<file path="config.mk">
export PLATFORM = sky130hd
export DESIGN_NAME = multicycle_controller
export DESIGN_NICKNAME = d
export VERILOG_FILES = /design/src/rtl/mc_ctrl_pkg.sv /design/src/rtl/multicycle_controller_alu_decoder.sv /design/src/rtl/multicycle_controller.sv
export SDC_FILE = /design/constraint.sdc
export NUM_CORES = 1
export LEC_CHECK = 0
export CAP_MARGIN = 20
export CELL_PAD_IN_SITES_DETAIL_PLACEMENT = 2
export CELL_PAD_IN_SITES_GLOBAL_PLACEMENT = 2
export CORE_ASPECT_RATIO = 0.7
export CORE_MARGIN = 10
export CORE_UTILIZATION = 30
export CTS_CLUSTER_DIAMETER = 50
export DETAILED_ROUTE_END_ITERATION = 12
export PLACE_DENSITY = 0.84
export SLEW_MARGIN = 10
export SYNTH_ARGS = -nofsm -noshare
export SYNTH_HDL_FRONTEND = slang
export SYNTH_HIERARCHICAL = 1
export SYNTH_SLANG_ARGS = --single-unit
</file>
<file path="constraint.sdc">
create_clock -name clk -period 2.4 [get_ports clk]
set_input_delay 0.48 -clock clk [delete_from_list [all_inputs] [get_ports clk]]
set_output_delay 0.48 -clock clk [all_outputs]
set_load 0.01 [all_outputs]
</file>
<file path="src/rtl/mc_ctrl_pkg.sv">
// Shared types and encodings for the multicycle MIPS controller.
package mc_ctrl_pkg;

  typedef enum logic [3:0] {
    S_FETCH,
    S_DECODE,
    S_MEMADR,
    S_MEMRD,
    S_MEMWB,
    S_MEMWR,
    S_EXECUTE,
    S_ALUWB,
    S_BRANCH,
    S_ADDIEX,
    S_ADDIWB,
    S_JUMP,
    S_TRAP
  } state_t;

  typedef enum logic [1:0] {
    ADD   = 2'b00,
    SUB   = 2'b01,
    FUNCT = 2'b10
  } aluop_t;

  localparam logic [5:0] OP_RTYPE = 6'b000000;
  localparam logic [5:0] OP_LW    = 6'b100011;
  localparam logic [5:0] OP_SW    = 6'b101011;
  localparam logic [5:0] OP_BEQ   = 6'b000100;
  localparam logic [5:0] OP_ADDI  = 6'b001000;
  localparam logic [5:0] OP_J     = 6'b000010;

  localparam logic [5:0] FN_ADD = 6'b100000;
  localparam logic [5:0] FN_SUB = 6'b100010;
  localparam logic [5:0] FN_AND = 6'b100100;
  localparam logic [5:0] FN_OR  = 6'b100101;
  localparam logic [5:0] FN_SLT = 6'b101010;

  localparam logic [2:0] ALUC_ADD = 3'b010;
  localparam logic [2:0] ALUC_SUB = 3'b110;
  localparam logic [2:0] ALUC_AND = 3'b000;
  localparam logic [2:0] ALUC_OR  = 3'b001;
  localparam logic [2:0] ALUC_SLT = 3'b111;

  typedef struct packed {
    logic       pcwrite;
    logic       branch;
    logic       iord;
    logic       memwrite;
    logic       irwrite;
    logic       regwrite;
    logic       regdst;
    logic       mem2reg;
    logic       alusrca;
    logic [1:0] alusrcb;
    logic [1:0] pcsrc;
    aluop_t     aluop;
  } ctrl_t;

  // Control word for a state; last marks the final dwell cycle of FETCH.
  function automatic ctrl_t decode_ctrl(input state_t s, input logic last);
    ctrl_t c;
    c = '0;
    c.aluop = ADD;
    case (s)
      S_FETCH: begin
        c.alusrcb = 2'b01;
        c.irwrite = last;
        c.pcwrite = last;
      end
      S_DECODE:  c.alusrcb = 2'b11;
      S_MEMADR: begin
        c.alusrca = 1'b1;
        c.alusrcb = 2'b10;
      end
      S_MEMRD:   c.iord = 1'b1;
      S_MEMWB: begin
        c.mem2reg  = 1'b1;
        c.regwrite = 1'b1;
      end
      S_MEMWR: begin
        c.iord     = 1'b1;
        c.memwrite = 1'b1;
      end
      S_EXECUTE: begin
        c.alusrca = 1'b1;
        c.aluop   = FUNCT;
      end
      S_ALUWB: begin
        c.regdst   = 1'b1;
        c.regwrite = 1'b1;
      end
      S_BRANCH: begin
        c.alusrca = 1'b1;
        c.aluop   = SUB;
        c.pcsrc   = 2'b01;
        c.branch  = 1'b1;
      end
      S_ADDIEX: begin
        c.alusrca = 1'b1;
        c.alusrcb = 2'b10;
      end
      S_ADDIWB:  c.regwrite = 1'b1;
      S_JUMP: begin
        c.pcsrc   = 2'b10;
        c.pcwrite = 1'b1;
      end
      default: ;
    endcase
    return c;
  endfunction

endpackage

</file>
<file path="src/rtl/multicycle_controller_alu_decoder.sv">
// ALU sub-decoder: ALUOp plus Funct field to a 3-bit ALUControl code.
module mc_alu_decoder
  import mc_ctrl_pkg::*;
(
  input  logic [1:0] i_aluop,
  input  logic [5:0] i_funct,
  output logic [2:0] o_alucontrol
);

  always_comb begin
    o_alucontrol = ALUC_ADD;
    case (i_aluop)
      ADD: o_alucontrol = ALUC_ADD;
      SUB: o_alucontrol = ALUC_SUB;
      FUNCT: begin
        case (i_funct)
          FN_ADD:  o_alucontrol = ALUC_ADD;
          FN_SUB:  o_alucontrol = ALUC_SUB;
          FN_AND:  o_alucontrol = ALUC_AND;
          FN_OR:   o_alucontrol = ALUC_OR;
          FN_SLT:  o_alucontrol = ALUC_SLT;
          default: o_alucontrol = ALUC_ADD;
        endcase
      end
      default: o_alucontrol = ALUC_ADD;
    endcase
  end

endmodule

</file>
<file path="src/rtl/multicycle_controller.sv">
// Multicycle MIPS control FSM (lw, sw, R-type, beq, addi, j) with MEM_LAT memory dwell.
// Define MC_CTRL_ILLEGAL_TRAP_EN to trap unknown opcodes and expose the Illegal output.
module multicycle_controller
  import mc_ctrl_pkg::*;
#(
  parameter int unsigned MEM_LAT = 1
) (
  input  logic       clk,
  input  logic       reset,
  input  logic [5:0] OP,
  input  logic [5:0] Funct,
  input  logic       Zero,
  output logic       PCEn,
  output logic       IorD,
  output logic       MemWrite,
  output logic       IRWrite,
  output logic       RegWrite,
  output logic       RegDst,
  output logic       Mem2Reg,
  output logic       ALUSrcA,
  output logic [1:0] ALUSrcB,
  output logic [1:0] PCSrc,
`ifdef MC_CTRL_ILLEGAL_TRAP_EN
  output logic       Illegal,
`endif
  output logic [2:0] ALUControl
);

  localparam logic [3:0] LAT_M1 = 4'(MEM_LAT - 1);

  state_t     r_state;
  logic [3:0] r_cnt;
  ctrl_t      r_ctrl;
`ifdef MC_CTRL_ILLEGAL_TRAP_EN
  logic       r_illegal;
`endif

  state_t     w_nstate;
  logic [3:0] w_ncnt;
  logic       w_last;
  logic       w_nlast;
  logic [2:0] w_alucontrol;

  always_comb begin
    w_last   = (r_cnt == LAT_M1);
    w_nstate = r_state;
    case (r_state)
      S_FETCH:  if (w_last) w_nstate = S_DECODE;
      S_DECODE: begin
        case (OP)
          OP_LW, OP_SW: w_nstate = S_MEMADR;
          OP_RTYPE:     w_nstate = S_EXECUTE;
          OP_BEQ:       w_nstate = S_BRANCH;
          OP_ADDI:      w_nstate = S_ADDIEX;
          OP_J:         w_nstate = S_JUMP;
`ifdef MC_CTRL_ILLEGAL_TRAP_EN
          default:      w_nstate = S_TRAP;
`else
          default:      w_nstate = S_FETCH;
`endif
        endcase
      end
      S_MEMADR:  w_nstate = (OP == OP_SW) ? S_MEMWR : S_MEMRD;
      S_MEMRD:   if (w_last) w_nstate = S_MEMWB;
      S_MEMWB:   w_nstate = S_FETCH;
      S_MEMWR:   if (w_last) w_nstate = S_FETCH;
      S_EXECUTE: w_nstate = S_ALUWB;
      S_ALUWB:   w_nstate = S_FETCH;
      S_BRANCH:  w_nstate = S_FETCH;
      S_ADDIEX:  w_nstate = S_ADDIWB;
      S_ADDIWB:  w_nstate = S_FETCH;
      S_JUMP:    w_nstate = S_FETCH;
      S_TRAP:    w_nstate = S_TRAP;
      default:   w_nstate = S_FETCH;
    endcase
    w_ncnt  = (w_nstate != r_state) ? '0 : r_cnt + 4'd1;
    w_nlast = (w_ncnt == LAT_M1);
  end

  // Outputs are registered from the next state, so the reset value must already
  // be the FETCH/cnt=0 control word (IRWrite/PCWrite set when MEM_LAT is 1).
  always_ff @(posedge clk or posedge reset) begin
    if (reset) begin
      r_state   <= S_FETCH;
      r_cnt     <= '0;
      r_ctrl    <= decode_ctrl(S_FETCH, LAT_M1 == 4'd0);
`ifdef MC_CTRL_ILLEGAL_TRAP_EN
      r_illegal <= 1'b0;
`endif
    end else begin
      r_state   <= w_nstate;
      r_cnt     <= w_ncnt;
      r_ctrl    <= decode_ctrl(w_nstate, w_nlast);
`ifdef MC_CTRL_ILLEGAL_TRAP_EN
      r_illegal <= (w_nstate == S_TRAP);
`endif
    end
  end

  mc_alu_decoder u_alu_dec (
    .i_aluop      (r_ctrl.aluop),
    .i_funct      (Funct),
    .o_alucontrol (w_alucontrol)
  );

  // Write strobes are gated so they are low for the whole reset assertion.
  assign PCEn       = ~reset & (r_ctrl.pcwrite | (r_ctrl.branch & Zero));
  assign IRWrite    = ~reset & r_ctrl.irwrite;
  assign RegWrite   = ~reset & r_ctrl.regwrite;
  assign MemWrite   = ~reset & r_ctrl.memwrite;
  assign IorD       = r_ctrl.iord;
  assign RegDst     = r_ctrl.regdst;
  assign Mem2Reg    = r_ctrl.mem2reg;
  assign ALUSrcA    = r_ctrl.alusrca;
  assign ALUSrcB    = r_ctrl.alusrcb;
  assign PCSrc      = r_ctrl.pcsrc;
  assign ALUControl = w_alucontrol;
`ifdef MC_CTRL_ILLEGAL_TRAP_EN
  assign Illegal    = r_illegal;
`endif

endmodule

</file>
Word-level counts from Yosys, hierarchy flattened
Cells that the tools add are included.
{"block": "op_classes", "add_sub_neg": 1, "n_eq_ne": 30, "mux": 21, "bitwise": 7, "n_reduce_logical": 10}
{"op": "equality test 6 bit, second input constant", "n": 6}
{"op": "one-hot mux 4 bit (8 select lines)", "n": 1}
{"op": "equality test 4 x 3 -> 1 bit, second input constant", "n": 6}
{"op": "equality test 4 bit, second input constant", "n": 6}
{"op": "one-hot mux 4 bit (5 select lines)", "n": 1}
{"op": "equality test 4 x 2 -> 1 bit, second input constant", "n": 4}
{"op": "zero test 4 bit", "n": 4}
{"op": "two-way mux 4 bit", "n": 4}
{"op": "one-hot mux 3 bit (4 select lines)", "n": 1}
{"op": "equality test 4 x 1 -> 1 bit, second input constant", "n": 2}
{"op": "two-way mux 1 bit", "n": 8}
{"op": "one-hot mux 2 bit (2 select lines)", "n": 2}
{"op": "equality test 6 x 2 -> 1 bit, second input constant", "n": 1}
{"op": "equality test 6 x 3 -> 1 bit, second input constant", "n": 1}
{"op": "equality test 6 x 4 -> 1 bit, second input constant", "n": 1}
{"op": "zero test 6 bit", "n": 1}
{"op": "one-hot mux 2 bit (3 select lines)", "n": 1}
{"op": "one-hot mux 3 bit (2 select lines)", "n": 1}
{"op": "OR reduction 2 bit", "n": 3}
{"op": "bitwise AND 1 bit", "n": 5}
{"op": "adder 4 x 1 -> 4 bit, second input constant", "n": 1}
{"op": "!= test 4 bit", "n": 1}
{"op": "OR reduction 4 bit", "n": 1}
{"op": "two-way mux 3 bit", "n": 1}
{"op": "other kinds (6)", "n": 6}
{"block": "word_totals", "regBits": 23, "inputBits": 15, "output_inout_bits": 15, "wordCells": 83}

Longest topological paths before layout
Gate-level depths: netlist (run 1).
{"block": "logic_depth", "ltp_word": 8, "ltp_mapped": 8, "mapped_depth_nobuf": 8}

Hierarchy
Netlist (run 1), hierarchy kept.
{"module": "multicycle_controller", "n_inst": 1, "cells_per_inst": 137, "area_each_um2": 1262.5, "seq_area_each_um2": 554.3}
{"module": "mc_alu_decoder", "n_inst": 1, "cells_per_inst": 15, "area_each_um2": 118.9, "seq_area_each_um2": 0.0}

Least setup slack after synthesis (run 1)
No wires, ideal clock.
{"block": "synth_path", "path_kind": "reg2reg", "from": "register r_cnt[0]", "to": "register r_ctrl[14] in the netlist's numbering", "setup_ns": 0.091, "t_arrival_ns": 2.067, "required_ns": 2.309, "slack_ns": 0.243, "path_stages_with_launch": 8, "path_buffers": 0, "synth_period_minus_slack_ns": 2.157, "path_cell_list": "dfrtp_1 > inv_1 > ha_1 > or3b_1 > and4b_1 > nor4_1 > nand3_1 > o31ai_1"}
{"block": "synth_between", "elab_chain_len": 7}
{"item": "start: declaration", "line_no": "multicycle_controller.sv:32", "text": "logic [3:0] r_cnt;"}
{"item": "start signal: assignment", "line_no": "multicycle_controller.sv:92", "text": "r_cnt <= w_ncnt;"}
{"item": "zero test 4 bit", "line_no": "multicycle_controller.sv:45", "text": "w_last = (r_cnt == LAT_M1);"}
{"item": "two-way mux 4 bit (on tied branches)", "line_no": "multicycle_controller.sv:66, multicycle_controller.sv:48, multicycle_controller.sv:64"}
{"item": "one-hot mux 4 bit (8 select lines)", "line_no": "multicycle_controller.sv:47", "text": "case (r_state)"}
{"item": "!= test 4 bit", "line_no": "multicycle_controller.sv:76", "text": "w_ncnt = (w_nstate != r_state) ? '0 : r_cnt + 4'd1;"}
{"item": "two-way mux 4 bit", "line_no": "multicycle_controller.sv:76"}
{"item": "zero test 4 bit", "line_no": "multicycle_controller.sv:77", "text": "w_nlast = (w_ncnt == LAT_M1);"}
{"item": "one-hot mux 1 bit (2 select lines) (*)", "line_no": "mc_ctrl_pkg.sv:65", "text": "case (s)"}
{"item": "end signal: assignment", "line_no": "multicycle_controller.sv:86", "text": "r_ctrl <= decode_ctrl(S_FETCH, LAT_M1 == 4'd0);"}
{"item": "end signal: assignment", "line_no": "multicycle_controller.sv:93", "text": "r_ctrl <= decode_ctrl(w_nstate, w_nlast);"}
{"item": "end: declaration", "line_no": "multicycle_controller.sv:33", "text": "ctrl_t r_ctrl;"}
Mark *: on every way between the ends. The rest lies on a longest branch, timed or not.

Final worst setup path (run 1)
{"block": "layout_path", "from": "register r_cnt[1]", "to": "register r_ctrl[14] in the netlist's numbering"}
Same word-level chain as after synthesis.

==> impl_metrics.tcl, run 1 <==
set metrics [dict create \
    cp_cell_sequence "inv_1 > ha_1 > or3b_4 > a32oi_2 > a2111oi_2 > buf_4 > or3_1 > o31ai_2" \
    yosysSeqAreaShare_pct 40.13 \
    synth_top_area_share_pct 34.42 \
    synth_area_per_cell_um2 9.088 \
    internal_power_mw 1.191 \
    ys.flop_type "dfrtp_1" \
    seqCellArea_um2 554.3 \
    synth-async-reset-ratio_pct 100.0 \
    nNetsFinal 223 \
    ys_ff_latch 22 \
    grt_max_degree 23 \
    outcome "finished clean" \
    p_comb_share_pct 60.2 \
    ant_nets 0 \
    arrival_ps 2520 \
    power.share.switching_pct 41.31 \
    start_util_pct 31.36 \
    hp-class "reg -> reg" \
    clock-sinks 22 \
    power_mw 2.029 \
    cellLeakagePower_nw 0.9105 \
    grt_pass1_vias 1528 \
    syn_inst 152 \
    ys_warn_count 6 \
    synth_edf_count 0 \
    dr.pass1.iters 4 \
    place_ws_ps -320.5 \
    p_clk_share_pct 13.8 \
    via_per_inst 5.283 \
    cts_tree "yes" \
    numPortBuffers 29 \
    syn_to_final_growth_pct 46.83 \
    fillers 470 \
    die-width_um 101.1 \
    max_freq_mhz 429.9 \
    multiInputGateArea_um2 804.5 \
    max-slew-margin-rel_pct 75.57 \
    finalMaxSlewViolations 0 \
    die-area_um2 7762 \
    power.density_nw_per_um2 1000 \
    ir_worst_vdd_mv 0.3879 \
    drtIter0Drc 90 \
    cp_num_buf_inv 2 \
    gp_congestion 0.8769 \
    start_kind "register" \
    fp.dieH_um 76.77 \
    pin_count 30 \
    finalSetupViolCount 0 \
    numCtsBuffers 3 \
    drt_wl_total_mm 5.332 \
    yosys.area.top_type "dfrtp_1" \
    antenna_found_initial 0 \
    fin_crit_sh_pct 96.91 \
    slowest_delay_ps 430 \
    num_vias 1363 \
    setup_slack_ps 74.12 \
    drc_errors 0 \
    num_rows 20 \
    coreArea_um2 4404 \
    finalHoldViolations 0 \
    pwr-share-seq_pct 26.0 \
    htreeDepth 1 \
    synth_area_leaders "dfrtp_1 34%, dfstp_2 5.7%, nor2_1 4.1%" \
    max_cap_violations 0 \
    root_buffer "clkbuf_8" \
    drive_gt1_share_pct 27.09 \
    insertion_delay_ps 270 \
    grt_usage_pct 13.72 \
    grt_overflow 0 \
    cp_slowest_cell "dfrtp_1" \
    cp_max_fo 4 \
    max-clock-path-buffers 2 \
    synth_area_um2 1381 \
    diodes 0 \
    cp.required_ps 2590 \
    p_switching_uw 838.0 \
    fin_skew_ps 4.856 \
    tightestPinTransition_ps 365.7 \
    grt_pass1_wl_mm 8.576 \
    synth_nets 171 \
    synth_cell_type_count 42 \
    cts.clk_slew.worst_paths_ps 80 \
    critPathCaptureType "register" \
    min_period_ps 2326 \
    routedWlPerCell_um 20.67 \
    cp_top_family "simple AND/OR/NAND/NOR gates" \
    crit_type "reg -> reg" \
    dp_hpwl_mm 4.171 \
]
tightest hold or removal path, cell delays in order, from the launching register on:
cell,delay [ps]
dfrtp_1,360
buf_4,140
nor2_1,50
cell usage in the layout, fill, tap and decap left out, drive strengths merged, types with 5 or more instances in the layout:
| master | netlist | layout |
|---|---|---|
| buf | 6 | 28 |
| clkdlybuf4s50 | 0 | 26 |
| dfrtp | 19 | 19 |
| inv | 13 | 13 |
| nor2 | 15 | 15 |
| nor2b | 8 | 8 |
| nor3 | 12 | 12 |
| nor3b | 5 | 5 |
| o21ai | 6 | 6 |
power groups by stage:
stage,Clock (mW),Sequential (mW),Combinational (mW)
6_report,0.280,0.528,1.22
3_5_place_dp,0,0.535,1.13
2_1_floorplan,0,0.542,0.564
5_1_grt,0.294,0.541,1.34
4_1_cts,0.280,0.529,1.16
3_3_place_gp,0,0.526,1.01
area by class of cell:
type,count,area share [%]
well taps,55,3.393
multi-input cells,107,39.67
flip-flops and latches,22,27.33
inverters,13,2.406
repair buffers,57,24.49
clock buffers,4,2.714
path summary, 6_finish.rpt:
kind / startpoint / end / slack (ps) / cells past startpoint
worst min register to register: r_cnt[0] / r_cnt[0] / 580 / 2
max in group asynchronous: reset / ALUSrcB[0] / 1430 / 3
min in group asynchronous: reset / IorD / 690 / 3
worst max-delay path: r_cnt[1] / r_ctrl[14] / 70 / 8
worst min-delay path: r_cnt[0] / r_cnt[0] / 580 / 2
worst max register to register: r_cnt[1] / r_ctrl[14] / 70 / 8
metrics by stage:
step / hold slack [ps] / cells / TNS, ps / util (%) / cell area, um2
final: 576.9 / 258 / 0 / 46.05 / 2028
after CTS: 582.4 / 257 / 0 / 44.74 / 1971
after global placement: 537.4 / 252 / -577.0 / 42.70 / 1881
after detailed placement: 568.0 / 252 / -2853 / 42.70 / 1881
after floorplan: 467.0 / 152 / 0 / - / 1381
after global routing: 607.9 / 258 / -31.28 / 46.05 / 2028
cell families after synthesis:
kind of cell / count (synthesis) / synth area share (%)
flops: 22 / 40.13
compound gates: 27 / 13.59
fa+ha+maj: 4 / 3.623
simple gates: 71 / 31.98
xor+xnor: 5 / 3.171
buf+inv: 23 / 7.518
cell usage after synthesis (all sizes together) (4+ instances only):
cell,count
buf,6
inv,13
nor2b,8
nor3b,5
ha,4
clkbuf,4
nor2,15
dfrtp,19
nand2,4
nor3,12
a21oi,4
nand2b,4
o21ai,6
nand3,4
routing by layer:
metal,vias to the layer above,global-route usage (%),wire (um)
met1,691,17.55,2391
met4,0,4.167,63
li1,632,-,-
met3,5,1.701,240
met2,35,23.16,2636
met5,-,0,0
state kept, by name, summed over array words and instances, names as in the netlist:
| signal | cells |
|---|---|
| ALUSrcA | 1 |
| ALUSrcB | 2 |
| IorD | 1 |
| Mem2Reg | 1 |
| PCSrc | 2 |
| RegDst | 1 |
| r_cnt | 4 |
| r_ctrl | 6 |
| r_state | 4 |
repair_timing:
item | in CTS | in global routing
endpoints found under the setup margin | 5 | 7
pin swaps | 0 | 1
gates resized for setup | 7 | 11
setup buffers | 1 | 1
hold buffers | 0 | 0
cloned | 0 | 0
hold endpoints to repair | 0 | 0
No activity file was read; power rests on OpenSTA's default activity.
==> run 2, diff against run 1 <==
==> constraint.sdc (replaced) <==
create_clock -name clk -period 2.2 [get_ports clk]
set_input_delay 0.44 -clock clk [delete_from_list [all_inputs] [get_ports clk]]
set_output_delay 0.44 -clock clk [all_outputs]
set_load 0.01 [all_outputs]
==> impl_metrics.tcl, run 2 (synthesized netlist as in run 1, its figures left out) <==
set metrics [dict create \
    start_kind "primary input" \
    numPortBuffers 29 \
    dp.cells 257 \
    nNetsFinal 232 \
    fin_skew_ps 2.575 \
    hold_depth 3 \
    fillers 450 \
    grt_overflow 0 \
    cp_cell_sequence "clkdlybuf4s50_1 > nor2_1 > buf_4 > and4b_1 > nor3_1 > a31oi_1 > buf_4 > nand3_2 > o31ai_4" \
    min_to "PCSrc[0]" \
    stdcell_area_um2 2267 \
    dr.pass1.iters 4 \
    root_buffer "clkbuf_8" \
    insertion_delay_ps 270 \
    fin_cells 267 \
    place_ws_ps -445.7 \
    num_rows 20 \
    placed_cell_area_um2 1918 \
    drtIter0Drc 123 \
    grt_pass1_vias 1605 \
    drt_wl_total_mm 6.438 \
    cts_tree "yes" \
    finalMaxSlewViolations 0 \
    die-width_um 101.1 \
    cp_slowest_cell "clkdlybuf4s50_1" \
    critPathCaptureType "register" \
    fin_util_pct 51.48 \
    pin_count 30 \
    routedWlPerCell_um 24.11 \
    largest_reg_flops 6 \
    whs_ps 563.1 \
    rsz0062_at_grt "true" \
    hold_buffers 0 \
    finalHoldViolations 0 \
    drc_errors 0 \
    max_freq_mhz 431.9 \
    seqCellArea_um2 554.3 \
    power_mw 2.659 \
    power.density_nw_per_um2 1173 \
    drive_gt1_share_pct 37.74 \
    start_util_pct 31.36 \
    worstReg2RegEnd "r_ctrl[14]" \
    outcome "finished, violations left" \
    grt_pass1_wl_mm 8.790 \
    dp_hpwl_mm 4.087 \
    crit_type "in -> reg" \
    die-area_um2 7762 \
    cp.required_ps 2400 \
    critical_path_depth 9 \
    cp_max_fo 4 \
    violations "negative setup slack" \
    clock-sinks 22 \
    largest-register "r_ctrl" \
    max-clock-path-buffers 2 \
    num_vias 1443 \
    ir_worst_vdd_mv 0.4247 \
    finalSetupViolCount 11 \
    reg2reg_depth 6 \
    diodes 0 \
    grt_usage_pct 13.88 \
    layout.cells.most_common "buf_4" \
    max_cap_violations 0 \
    syn_to_final_growth_pct 64.13 \
    antenna_found_initial 0 \
    numCtsBuffers 3 \
    setup_slack_ps -115.2 \
    htreeDepth 1 \
    reg.largest.list "r_ctrl x6, r_cnt x4, r_state x4" \
    gp_congestion 0.8741 \
    slowest_delay_ps 470 \
    fin_crit_sh_pct 105.2 \
    cp_num_buf_inv 3 \
    coreArea_um2 4404 \
    ant_nets 0 \
    min_period_ps 2315 \
    fp.dieH_um 76.77 \
    max-slew-margin-rel_pct 70.26 \
    finalSetupTns_ps -631.5 \
    multiInputGateArea_um2 948.4 \
    hp-class "in -> reg" \
    timing.rr.start "r_state[2]" \
    hold_start "OP[3]" \
    cellLeakagePower_nw 1.026 \
    layout_common_cells "35 x buf_4, 23 x clkdlybuf4s50_1, 19 x dfrtp_1" \
    cts.clk_slew.worst_paths_ps 90 \
    grt_max_degree 23 \
    reg2reg_setup_slack_ps -80 \
    cpMostUsedCell "buf_4" \
    tightestPinTransition_ps 446.1 \
    arrival_ps 2510 \
    via_per_inst 5.404 \
    cp_top_family "buffers and inverters" \
]
==> run 2: cell types whose count changed in the layout (fill, tap and decap cells not counted), moves of 3 or more <==
cell             previous run  this run
dlymetal6s2s_1              0         3
clkdlybuf4s50_1            26        23
nor3_1                      9         6
buf_4                      28        35
==> run 2: worst reg2reg max path: stages, from the launching register on <==
cell and delay (ps):
dfrtp_1 420, or4b_4 560, or3b_4 450, nor3b_4 270, o32ai_4 150, nor3_4 290, o31ai_4 70
==> run 2: cell type report <==
cell class | count | share of cell area, %
well taps | 55 | 3.035
flip-flops and latches | 22 | 24.45
inverters | 13 | 2.152
multi-input cells | 107 | 41.83
clock inverters | 1 | 1.325
clock buffers | 3 | 1.821
repair buffers | 66 | 25.39
==> run 2: timing repair <==
action,4_1_cts,5_1_grt
buffers inserted,1,6
resized for setup,18,33
endpoints found under the setup margin,15,15
pin swaps,1,13
==> run 2: power by group <==
group          total [mW]  internal (mW)  switching, mW  leakage, nW
registers           0.583          0.528         0.0546        0.289
clock network       0.397          0.243          0.154       0.0357
logic                1.68          0.779          0.899        0.701
total                2.66           1.55           1.11         1.03
==> run 2: routing by layer <==
| layer | vias to the layer above | GRT usage (%) | routed length, um |
|---|---|---|---|
| li1 | 651 | - | - |
| met1 | 737 | 17.97 | 2906 |
| met2 | 47 | 23.04 | 3202 |
| met3 | 8 | 2.059 | 222 |
| met4 | 0 | 4.028 | 107 |
| met5 | - | 0 | 0 |
==> run 2: how the worst max path moves through the flow <==
stage / from / end / slack, ps
5_1_grt: OP[4] / IorD / -190
3_3_place_gp: OP[5] / r_ctrl[14] / -280
3_5_place_dp: OP[5] / r_ctrl[14] / -450
2_1_floorplan: r_cnt[0] / r_ctrl[14] / 40
6_report: OP[4] / r_ctrl[14] / -120
4_1_cts: r_cnt[0] / r_ctrl[14] / -80
==> run 3, diff against run 2 <==
--- a/config.mk
+++ b/config.mk
@@ -5,7 +5,7 @@
 export SDC_FILE = /design/constraint.sdc
 export NUM_CORES = 1
 export LEC_CHECK = 0
-export CAP_MARGIN = 20
+export CAP_MARGIN = 25
 export CELL_PAD_IN_SITES_DETAIL_PLACEMENT = 2
 export CELL_PAD_IN_SITES_GLOBAL_PLACEMENT = 2
 export CORE_ASPECT_RATIO = 0.7
@@ -13,9 +13,8 @@
 export CORE_UTILIZATION = 30
 export CTS_CLUSTER_DIAMETER = 50
 export DETAILED_ROUTE_END_ITERATION = 12
-export PLACE_DENSITY = 0.84
+export PLACE_DENSITY = 0.83
 export SLEW_MARGIN = 10
 export SYNTH_ARGS = -nofsm -noshare
 export SYNTH_HDL_FRONTEND = slang
-export SYNTH_HIERARCHICAL = 1
 export SYNTH_SLANG_ARGS = --single-unit
==> impl_metrics.tcl, run 3 <==
set metrics [dict create \
    critPathCaptureType "register" \
    reg.largest.list "r_ctrl x6, r_cnt x4, r_state x4" \
    cp.required_ps 2400 \
    p_clk_share_pct 10.9 \
    finalSetupViolCount 0 \
    start_util_pct 31.01 \
    root_buffer "clkbuf_8" \
    syn_inst 142 \
    pwr-share-seq_pct 25.7 \
    drive_gt1_share_pct 38.35 \
    ys_ff_latch 21 \
    grt_max_degree 22 \
    power.share.switching_pct 40.99 \
    cp_slowest_cell "or4b_4" \
    pin_count 30 \
    fin_crit_sh_pct 98.66 \
    max-slew-margin-rel_pct 67.48 \
    finalMaxSlewViolations 0 \
    die-width_um 100.2 \
    grt_pass1_wl_mm 7.983 \
    ir_worst_vdd_mv 0.4638 \
    num_vias 1361 \
    via_per_inst 5.195 \
    synth_area_per_cell_um2 9.507 \
    whs_ps 589.1 \
    max-clock-path-buffers 2 \
    synth_top_cells_by_count "18 x dfrtp_1, 11 x nor2_1, 7 x inv_1, 7 x nand2_1" \
    synth_area_um2 1350 \
    drc_errors 0 \
    antenna_found_initial 1 \
    internal_power_mw 1.351 \
    num_rows 20 \
    cts.clk_slew.worst_paths_ps 80 \
    layout_common_cells "38 x buf_4, 19 x clkdlybuf4s50_1, 16 x dfrtp_1" \
    dp.cells 246 \
    drt_wl_total_mm 5.563 \
    place_ws_ps -454.5 \
    largest-register "r_ctrl" \
    fin_cells 262 \
    layout.cells.most_common "buf_4" \
    ant_nets 0 \
    largest_reg_flops 6 \
    grt_overflow 0 \
    syn_to_final_growth_pct 60.89 \
    crit_type "reg -> reg" \
    synth_top_area_share_pct 33.36 \
    gp_congestion 0.8085 \
    drtIter0Drc 75 \
    yosysSeqAreaShare_pct 39.20 \
    p_comb_share_pct 63.4 \
    hp-class "in -> reg" \
    coreArea_um2 4354 \
    arrival_ps 2370 \
    cp_top_family "simple AND/OR/NAND/NOR gates" \
    numPortBuffers 29 \
    grt_usage_pct 12.77 \
    synth_nets 161 \
    clock-sinks 21 \
    slowest_delay_ps 580 \
    tightestPinTransition_ps 486.7 \
    fp.dieH_um 76.13 \
    insertion_delay_ps 260 \
    cellLeakagePower_nw 0.9857 \
    ys.flop_type "dfrtp_1" \
    synth_edf_count 0 \
    cp_num_buf_inv 0 \
    ys_warn_count 0 \
    finalHoldViolations 0 \
    routedWlPerCell_um 21.23 \
    fin_skew_ps 7.101 \
    grt_pass1_vias 1454 \
    power.density_nw_per_um2 1054 \
    yosys.cell_count.top_type "dfrtp_1" \
    numCtsBuffers 3 \
    fillers 468 \
    placed_cell_area_um2 1868 \
    cp_cell_sequence "or4b_4 > nor3_4 > or3_4 > nand2_4 > or4_4 > o21ai_2" \
    die-area_um2 7626 \
    stdcell_area_um2 2172 \
    power_mw 2.289 \
    start_kind "register" \
    max_cap_violations 0 \
    max_freq_mhz 460.7 \
    synth_area_leaders "dfrtp_1 33%, dfstp_2 5.8%, ha_1 3.7%" \
    cts_tree "yes" \
    synth-async-reset-ratio_pct 100.0 \
    p_switching_uw 938.4 \
    fin_util_pct 49.89 \
    dp_hpwl_mm 3.830 \
    cp_max_fo 4 \
    outcome "finished clean" \
    rsz0062_at_grt "true" \
    htreeDepth 1 \
    synth_cell_type_count 48 \
    yosys.area.top_type "dfrtp_1" \
    setup_slack_ps 29.38 \
    finalSetupTns_ps 0 \
    nNetsFinal 226 \
    dr.pass1.iters 4 \
    min_period_ps 2171 \
]
run 3: changes by cell type in the layout (fill, tap and decap cells not counted), sizes merged, moves of 4 or more:
| cell | before | now |
|---|---|---|
| o21bai | 0 | 5 |
| nor2 | 15 | 11 |
| clkdlybuf4s50 | 23 | 19 |
| nor3 | 12 | 6 |
| and2 | 0 | 4 |
| inv | 13 | 7 |
| nand2 | 4 | 8 |
run 3: worst reg2reg max path, cell delays in order, from the launching register on:
cell,delay (ps)
dfrtp_2,450
or4b_4,580
nor3_4,190
or3_4,160
nand2_4,50
or4_4,550
o21ai_2,140
run 3: path summary, 6_finish.rpt:
check,cells past startpoint,end,slack [ps],start
worst max-delay path,6,r_ctrl[14],30,r_state[0]
worst min-delay path,3,r_ctrl[13],590,OP[4]
worst max register to register,6,r_ctrl[14],30,r_state[0]
worst min register to register,2,r_cnt[0],630,r_cnt[0]
max in group asynchronous,3,ALUSrcB[0],1300,reset
min in group asynchronous,3,r_state[1],620,reset
run 3: logic make-up (layout without fill, tap and decap cells):
group           Yosys count  after routing  share of synthesized area [%]
simple gates             66             66                          31.51
compound gates           29             29                          15.29
flops                    21             21                          39.20
buf+inv                  16             80                          6.303
xor+xnor                  5              5                          3.244
fa+ha+maj                 4              4                          3.707
mux                       1              1                         0.7415
other cells               0              1                              0
run 3: cell type report:
cell class                      count  area, um2  area share (%)
Multi-Input combinational cell    105      883.3           40.67
Clock buffer                        3      41.29           1.901
Tap cell                           55      68.82           3.168
Sequential cell                    21      531.8           24.48
Clock inverter                      1      5.005          0.2304
Antenna cell                        1      2.502          0.1152
Inverter                            7      26.28           1.210
Timing Repair Buffer               69      613.1           28.23
run 3: power groups by stage:
| stage | clock [mW] | combinational [mW] | sequential [mW] |
|---|---|---|---|
| 6_report | 0.250 | 1.45 | 0.588 |
| 5_1_grt | 0.273 | 1.58 | 0.605 |
| 4_1_cts | 0.260 | 1.25 | 0.593 |
| 3_5_place_dp | 0 | 1.15 | 0.597 |
| 3_3_place_gp | 0 | 1.08 | 0.591 |
| 2_1_floorplan | 0 | 0.658 | 0.566 |
run 3: timing repair:
action / in CTS / in global routing
resized for setup: 20 / 26
setup buffers: 1 / 10
hold buffers: 0 / 0
setup endpoints to repair: 7 / 12
pin swaps: 3 / 14
run 3: metal layers:
layer,up-vias,global-route usage (%),wire (um)
met4,0,0.8451,53
met2,36,23.91,2863
li1,636,-,-
met5,-,0,0
met3,4,3.442,254
met1,685,14.45,2392
